--- src/rtl/opstack_pkg.sv ---
// Shared types for the operand-stack client: opcodes, FSM states, push sources
// and the per-op access-count / required-depth tables.
package opstack_pkg;

    typedef enum logic [2:0] {
        OP_PUSH = 3'd0,
        OP_POP  = 3'd1,
        OP_POP2 = 3'd2,
        OP_DUP  = 3'd3,
        OP_SWAP = 3'd4
    } opstack_op_t;

    typedef enum logic [1:0] {
        ST_IDLE,
        ST_ISSUE,
        ST_WAIT,
        ST_RESP
    } opstack_state_t;

    typedef enum logic [1:0] {
        SRC_DATA,
        SRC_A,
        SRC_B
    } push_src_t;

    localparam int DEPTH_W = 17;

    function automatic logic op_is_valid(input logic [2:0] op);
        return op inside {OP_PUSH, OP_POP, OP_POP2, OP_DUP, OP_SWAP};
    endfunction

    // Number of single stack accesses making up each command.
    function automatic logic [2:0] op_accesses(input logic [2:0] op);
        case (op)
            OP_PUSH: return 3'd1;
            OP_POP:  return 3'd1;
            OP_POP2: return 3'd2;
            OP_DUP:  return 3'd3;
            OP_SWAP: return 3'd4;
            default: return 3'd0;
        endcase
    endfunction

    // Minimum stack depth before the command may start popping.
    function automatic logic [DEPTH_W-1:0] op_min_depth(input logic [2:0] op);
        case (op)
            OP_POP, OP_DUP:   return DEPTH_W'(1);
            OP_POP2, OP_SWAP: return DEPTH_W'(2);
            default:          return DEPTH_W'(0);
        endcase
    endfunction

    // Commands that leave the stack one word deeper.
    function automatic logic op_grows(input logic [2:0] op);
        return op inside {OP_PUSH, OP_DUP};
    endfunction

endpackage

--- src/rtl/opstack_ucode.sv ---
// Micro-sequence decode: maps (command, step) to the single push/pop access
// performed in that step, where push data comes from, and whether it is the last.
module opstack_ucode
    import opstack_pkg::*;
(
    input  logic [2:0] op_i,
    input  logic [1:0] step_i,
    output logic       is_push_o,
    output push_src_t  push_src_o,
    output logic       is_last_o
);

    always_comb begin
        // NOTE: every output gets a default first so no path through the case infers a latch.
        is_push_o  = 1'b0;
        push_src_o = SRC_DATA;
        is_last_o  = ({1'b0, step_i} + 3'd1) == op_accesses(op_i);
        case (op_i)
            OP_PUSH: is_push_o = 1'b1;
            OP_DUP: begin
                is_push_o  = (step_i != 2'd0);
                push_src_o = SRC_A;
            end
            OP_SWAP: begin
                is_push_o  = step_i[1];
                push_src_o = step_i[0] ? SRC_B : SRC_A;
            end
            default: ;
        endcase
    end

endmodule

--- src/rtl/opstack_client.sv ---
// Operand-stack requester: turns one command into single push/pop accesses.
// Define OPSTACK_DEPTH_CHECK_EN to track depth and reject under/overflowing commands.
module opstack_client
    import opstack_pkg::*;
#(
    parameter int unsigned DEPTH = 65536
) (
    input  logic        clk,
    input  logic        rst_n,
    input  logic        cmd_valid,
    output logic        cmd_ready,
    input  logic [2:0]  cmd_op,
    input  logic [31:0] cmd_data,
    output logic        rsp_valid,
    output logic [31:0] rsp_a,
    output logic [31:0] rsp_b,
    output logic        rsp_err,
    output logic        stk_trigger,
    output logic        stk_push,
    output logic [31:0] stk_write_value,
    input  logic [31:0] stk_read_value,
    input  logic        stk_done
);

    opstack_state_t state_q, state_d;
    logic [2:0]     op_q, op_d;
    logic [31:0]    data_q, data_d;
    logic [1:0]     step_q, step_d;
    logic [31:0]    a_q, a_d;
    logic [31:0]    b_q, b_d;
    logic           err_q, err_d;
    logic           reject;

    logic           uc_is_push;
    push_src_t      uc_push_src;
    logic           uc_is_last;

    opstack_ucode u_ucode (
        .op_i       (op_q),
        .step_i     (step_q),
        .is_push_o  (uc_is_push),
        .push_src_o (uc_push_src),
        .is_last_o  (uc_is_last)
    );

    wire access_done = (state_q == ST_WAIT) && stk_done;

`ifdef OPSTACK_DEPTH_CHECK_EN
    logic [DEPTH_W-1:0] depth_q, depth_d;

    assign reject = !op_is_valid(cmd_op)
                  || (depth_q < op_min_depth(cmd_op))
                  || (op_grows(cmd_op) && (32'(depth_q) >= DEPTH));

    always_comb begin
        depth_d = depth_q;
        if (access_done) begin
            depth_d = uc_is_push ? depth_q + DEPTH_W'(1) : depth_q - DEPTH_W'(1);
        end
    end

    always_ff @(posedge clk or negedge rst_n) begin
        if (!rst_n) begin
            depth_q <= '0;
        end else begin
            depth_q <= depth_d;
        end
    end
`else
    assign reject = !op_is_valid(cmd_op);

    // DEPTH only matters to the depth check; keep it referenced in this build.
    logic unused_depth;
    assign unused_depth = |DEPTH;
`endif

    always_comb begin
        state_d = state_q;
        op_d    = op_q;
        data_d  = data_q;
        step_d  = step_q;
        a_d     = a_q;
        b_d     = b_q;
        err_d   = err_q;
        case (state_q)
            ST_IDLE: begin
                if (cmd_valid) begin
                    op_d    = cmd_op;
                    data_d  = cmd_data;
                    step_d  = 2'd0;
                    err_d   = reject;
                    state_d = reject ? ST_RESP : ST_ISSUE;
                end
            end
            ST_ISSUE: state_d = ST_WAIT;
            ST_WAIT: begin
                if (stk_done) begin
                    // First pop of any sequence lands in A, the second in B.
                    if (!uc_is_push) begin
                        if (step_q == 2'd0) a_d = stk_read_value;
                        else                b_d = stk_read_value;
                    end
                    step_d  = step_q + 2'd1;
                    state_d = uc_is_last ? ST_RESP : ST_ISSUE;
                end
            end
            ST_RESP: state_d = ST_IDLE;
            default: state_d = ST_IDLE;
        endcase
    end

    always_ff @(posedge clk or negedge rst_n) begin
        if (!rst_n) begin
            state_q <= ST_IDLE;
            op_q    <= '0;
            data_q  <= '0;
            step_q  <= '0;
            a_q     <= '0;
            b_q     <= '0;
            err_q   <= 1'b0;
        end else begin
            // NOTE: non-blocking assignments so every register samples pre-edge values.
            state_q <= state_d;
            op_q    <= op_d;
            data_q  <= data_d;
            step_q  <= step_d;
            a_q     <= a_d;
            b_q     <= b_d;
            err_q   <= err_d;
        end
    end

    assign cmd_ready   = (state_q == ST_IDLE);
    assign rsp_valid   = (state_q == ST_RESP);
    assign rsp_err     = rsp_valid && err_q;
    assign rsp_a       = a_q;
    assign rsp_b       = b_q;
    assign stk_trigger = (state_q == ST_ISSUE);
    assign stk_push    = stk_trigger && uc_is_push;

    always_comb begin
        stk_write_value = '0;
        if (stk_push) begin
            case (uc_push_src)
                SRC_A:   stk_write_value = a_q;
                SRC_B:   stk_write_value = b_q;
                default: stk_write_value = data_q;
            endcase
        end
    end

endmodule

--- config.mk ---
export PLATFORM = sky130hd
export DESIGN_NAME = opstack_client
export DESIGN_NICKNAME = d
export VERILOG_FILES = /design/src/rtl/opstack_pkg.sv /design/src/rtl/opstack_ucode.sv /design/src/rtl/opstack_client.sv
export SDC_FILE = /design/constraint.sdc
export NUM_CORES = 1
export LEC_CHECK = 0
export BUFFER_PORTS_ARGS = -buffer_cell sky130_fd_sc_hd__buf_2
export CORE_MARGIN = 2
export CORE_UTILIZATION = 52
export CTS_BUF_LIST = sky130_fd_sc_hd__clkbuf_2
export CTS_CLUSTER_SIZE = 30
export DETAILED_ROUTE_END_ITERATION = 10
export HOLD_SLACK_MARGIN = 0.06
export PLACE_DENSITY = 0.82
export SLEW_MARGIN = 5
export SYNTH_ARGS = -nofsm -noshare
export SYNTH_HDL_FRONTEND = slang
export SYNTH_SLANG_ARGS = --single-unit
export TNS_END_PERCENT = 5
--- constraint.sdc ---
create_clock -name clk -period 3.13 [get_ports clk]
set_input_delay 0.313 -clock clk [delete_from_list [all_inputs] [get_ports clk]]
set_output_delay 0.313 -clock clk [all_outputs]
set_load 0.02 [all_outputs]
== After elaboration in Yosys (flattened, before gate mapping) ==
Cells that the tools add are included.

* Input port bits: 71
* Register bits: 104
* Output and inout bits: 101
* Word-level logic and storage cells: 57

* Bitwise gates (word level): 2
* Add/subtract/negate cells: 2
* Eq/ne operators: 16
* Reductions and logical operators: 16
* Muxes and demuxes: 14

{| class="wikitable"
|+ Operators by type and width
! cell !! count
|-
| $pmux W32 S2 || 1
|-
| $mux W32 || 1
|-
| $mux W2 || 7
|-
| $eq A3 B2 Y1 const B || 4
|-
| $pmux W3 S4 || 1
|-
| $pmux W2 S2 || 2
|-
| $pmux W2 S4 || 1
|-
| $reduce_and A4 Y1 || 2
|-
| $eq A2 B2 Y1 const B || 3
|-
| $eq A3 B1 Y1 const B || 2
|-
| $eq A3 B3 Y1 const B || 2
|-
| $logic_not A3 Y1 || 2
|-
| $reduce_bool A5 Y1 || 1
|-
| $eq A2 B1 Y1 const B || 2
|-
| $logic_not A2 Y1 || 2
|-
| $ne A2 B2 Y1 const B || 2
|-
| $reduce_and A2 Y1 || 2
|-
| $reduce_bool A2 Y1 || 2
|-
| $add A2 B1 Y3 const B || 1
|-
| $eq A3 B3 Y1 || 1
|-
| $pmux W1 S3 || 1
|-
| $reduce_and A3 Y1 || 1
|-
| $add A2 B1 Y2 const B || 1
|-
| $logic_and A1 B1 Y1 || 2
|-
| other kinds (3) || 4
|}

== Logic depth before layout (Yosys ltp) ==
* Depth in word-level cells: 7
* Depth in mapped cells: 8
* Mapped depth without buffers: 6

== Cells and area by module ==
From an unflattened synthesis, not the netlist that was laid out.

* Cell total of the unflattened synthesis: 379
* Area, all modules: 5019.8 sq um

{| class="wikitable"
|+ By module, submodules not included
! module !! instances !! area each (sq um) !! seq. area each (sq um) !! cells each
|-
| opstack_client || 1 || 4879.7 || 2602.5 || 360
|-
| opstack_ucode || 1 || 140.1 || 0.0 || 19
|}

== Worst setup path after synthesis ==
No wires, ideal clock.

* Path kind: reg2out
* Start point: register step_q[0]
* End point: output stk_write_value[10]
* Setup slack: 0.649 ns
* Path buffers: 3
* Required time: 2.817 ns
* Stages on the path, launching flop included: 9
* Arrival: 2.168 ns
* Cell sequence: dfrtp_1 -> buf_2 -> buf_1 -> inv_1 -> ha_1 -> nor2_1 -> o21ai_1 -> clkbuf_1 -> nor3_1

* Cells in the longest elaborated chain, start to end: 5
* Elaborated cells between the ends (all ways): 9
* Classes of those cells: eq/ne: 2; mux: 5; reduce/logical: 2

{| class="wikitable"
|+ Ends and longest elaborated chain
! element !! line !! source
|-
| from (decl) || opstack_client.sv:28 || <nowiki>logic [1:0] step_q, step_d;</nowiki>
|-
| from (signal assigned) || opstack_client.sv:126 || <nowiki>step_q <= step_d;</nowiki>
|-
| $mux W2 || opstack_ucode.sv:26 || <nowiki>push_src_o = step_i[0] ? SRC_B : SRC_A;</nowiki>
|-
| $pmux W2 S2 || opstack_ucode.sv:18 || <nowiki>case (op_i)</nowiki>
|-
| $eq A2 B2 Y1 / $eq A2 B1 Y1 (equally long branches) || opstack_client.sv:144 || <nowiki>case (uc_push_src)</nowiki>
|-
| $pmux W32 S2 || opstack_client.sv:144 ||
|-
| $mux W32 * || opstack_client.sv:143 || <nowiki>if (stk_push) begin</nowiki>
|-
| to (decl) || opstack_client.sv:20 || <nowiki>output logic [31:0] stk_write_value,</nowiki>
|}

Every way passes the cells marked *; elsewhere a longest branch is shown, timed or not.

== Worst setup path after layout ==
* Start point: register step_q[1]
* End point: output stk_write_value[3]

* Cells in the longest elaborated chain, start to end: 4

{| class="wikitable"
|+ Ends and longest elaborated chain
! element !! line !! source
|-
| $reduce_bool A2 Y1 || opstack_ucode.sv:21 || <nowiki>is_push_o = (step_i != 2'd0);</nowiki>
|-
| $pmux W1 S3 * || opstack_ucode.sv:18 ||
|-
| $logic_and A1 B1 Y1 * || opstack_client.sv:139 || <nowiki>assign stk_push = stk_trigger && uc_is_push;</nowiki>
|-
| $mux W32 * || opstack_client.sv:143 ||
|}

Marks and branches as above.

==> results.md <==
- Synth top area share: 50.4%
- Layout Nets: ~780
- Initial DRC count: roughly 320
- Ranking of synthesized cells by area: dfrtp_1 50%, mux2_2 12%, mux2_4 8.7%
- Worst Max-Slew Pin Slew: roughly 1 ns
- Yosys Warn Count: 0
- Synth cell count leaders: 112 x nand2_1, 104 x dfrtp_1, 57 x mux2_2, 35 x nor2_1, 34 x o22ai_1
- Clk_skew: 0.0360 ns
- Worst-skew pair later-pin latency: roughly 0.57 ns
- Pleak: around 3.6 nW
- Async S/R FF share, synth: 100%
- P per Cell Area: between 1000 and 1500 nW/um2
- Die area: 10700 um2
- Worst hold path type: in -> reg
- First-pass GRT wire length: approximately 25000 um
- Post-Synthesis Cells: 476
- Clock Sinks: approximately 100
- Setup TNS Final: 0 ns
- Final Max Slew Viols: 0
- Slew margin rel.: about 33%
- Number of port buffers: 171
- Vias per Instance: roughly 5.6
- CTS tree: yes
- Inst Count DP: between 700 and 800
- Layout cells sized above 1: about two fifths
- Post-synthesis sequential element count: ~100
- Core area: 9680 um2
- Seq/Total Area, Yosys: between 50% and 60%
- Largest net degree at the start of global routing: 81
- Synth cell types: 34
- Synth Flop Type: dfrtp_1
- GRT overflow: 0
- Vias in the first global route: 4986
- CP Data Required Time: about 2.8 ns
- WL/cell: about 19 um
- Critical Path AT: about 2.5 ns
- Min Hold Slack: around 0.11 ns
- Final Cycle Share: approximately nine tenths
- Number of antenna-violating nets in the routed design: 0
- Layout area overhead: 34.3%
- I/O Pins: approximately 170
- Maximum vdd ir drop: between 0.0005 and 0.0006 V
- Largest fanout on the critical path: 17
- Tmin final: between 2 and 3 ns
- Die height: 104 um
- Crit Path Class: reg -> out
- Cell with the most instances after synthesis: nand2_1
- GRT Util Overall: roughly 30%
- Setup crit start kind: register
- Initial antenna violation count: 1
- Highest clock rate: roughly 360 MHz
- Post-synthesis area per instance: around 11 um2
- WL final: roughly 16000 um
- Critical path capture point type: output port
- Post-Syn Area: 5160 um2
- TritonCTS buffer count: 9
- Chip width: 104 um
- Hpwl dp: 9220 um
- Fin cells: 849
- Via count: 4754
- Reg clk slew, reported paths: between 0.2 and 0.3 ns
- RSZ-0062 raised after global routing: false
- Max H-tree Level: 3
- Final setup fails: 0
- Clk root buf: clkbuf_2
- Initial DRT Pass Iterations: 5
- Routability congestion estimate: roughly 0.86
- Cell taking the most area after synthesis: dfrtp_1
- Post-route DRC: 0
- Row cnt: 36
- Final Hold Fails: 0
- Initial Utilization: ~53%
- Clock buffer depth: 2
- EDFF count, synth: 0
- Syn nets: around 550
- Max-cap violations: 0
- Outcome: completed
==> routing by layer <==
layer  wire, um  global-route usage, %  up-vias
met2       7820                   49.1      267
li1           -                      -     2117
met4        882                   18.6        0
met3       1100                   7.36       87
met5          0                      0        -
met1       5960                   33.2     2283
==> path summary, 6_finish.rpt <==
kind                           start                 end  slack (ns)  cells past startpoint
setup / recovery           step_q[1]  stk_write_value[3]        0.37                      5
hold / removal             cmd_valid           step_q[1]        0.11                      4
setup reg to reg           step_q[1]            rsp_a[6]        0.88                      5
hold reg to reg                err_q               err_q        0.51                      2
max in group asynchronous      rst_n           rsp_b[11]        1.89                      3
min in group asynchronous      rst_n          state_q[0]        0.42                      2
==> report_power, final <==
| group | internal, mW | total [mW] | switching, mW |
|---|---|---|---|
| sequential | 1.99 | 2.55 | 0.558 |
| clock | 0.116 | 0.581 | 0.465 |
| combinational | 1.68 | 3.83 | 2.15 |
==> registers in the layout (all words and copies together), names as in the netlist <==
signal / cells
data_q: 32
err_q: 1
op_q: 3
rsp_a: 32
rsp_b: 32
state_q: 2
step_q: 2
==> metrics by stage <==
| step | cell area, um2 | setup WS, ns | power (mW) | util, % |
|---|---|---|---|---|
| after floorplan | 5160 | 0.649 | 5.10 | - |
| after global placement | 6100 | 0.696 | 6.08 | 63.0 |
| after detailed placement | 6100 | 0.639 | 6.22 | 63.0 |
| after CTS | 6890 | -0.0119 | 6.85 | 71.2 |
| after global routing | 6930 | 0.200 | 7.37 | 71.6 |
| final | 6930 | 0.368 | 6.97 | 71.6 |
==> worst max-delay path, stage by stage, from the launching register on <==
cell and delay, ns:
dfrtp_1 0.43, inv_1 0.09, a211oi_2 0.54, o21ai_4 0.29, nor3_1 0.32, buf_2 0.24
==> repair_timing <==
item | CTS | global route
gates cloned | 0 | 1
pin swaps | 0 | 1
gates resized for setup | 0 | 2
endpoints found under the setup margin | 2 | 33
hold buffers | 69 | 0
hold endpoints to repair | 180 | 0
buffers inserted | 0 | 2
==> area by class of cell <==
| cell class | count | area, um2 |
|---|---|---|
| Multi-Input combinational cell | 337 | 2380 |
| Inverter | 4 | 15.0 |
| Sequential cell | 104 | 2600 |
| Tap cell | 133 | 166 |
| Fill cell | 669 | 2750 |
| Clock inverter | 7 | 55.1 |
| Clock buffer | 9 | 45.0 |
| Antenna cell | 1 | 2.50 |
| Timing Repair Buffer | 254 | 1670 |
==> cells in the final DEF, fill, tap and decap left out, types with 14 or more instances in the layout <==
cell           synthesis  layout
mux2_2                57      57
nand2_1              112     112
buf_2                  5     170
nor3_1                33      33
buf_4                  3      14
dlygate4sd3_1          0      69
nor2_1                35      34
o22ai_1               34      34
dfrtp_1              104     103
mux2_4                30      30
==> cell families (layout without fill, tap and decap cells) <==
logic type | count (synthesis) | count (layout) | share of synthesized area [%]
multiplexers | 96 | 96 | 23.1
buffers and inverters | 36 | 274 | 4.07
AO/OA/AOI/OAI | 43 | 44 | 5.24
XOR/XNOR | 3 | 3 | 0.509
flip-flops | 104 | 104 | 50.4
AND/OR/NAND/NOR | 192 | 192 | 16.1
other | 0 | 1 | 0
adder cells (fa/ha/maj) | 2 | 2 | 0.485
No activity file was read; power rests on OpenSTA's default activity.
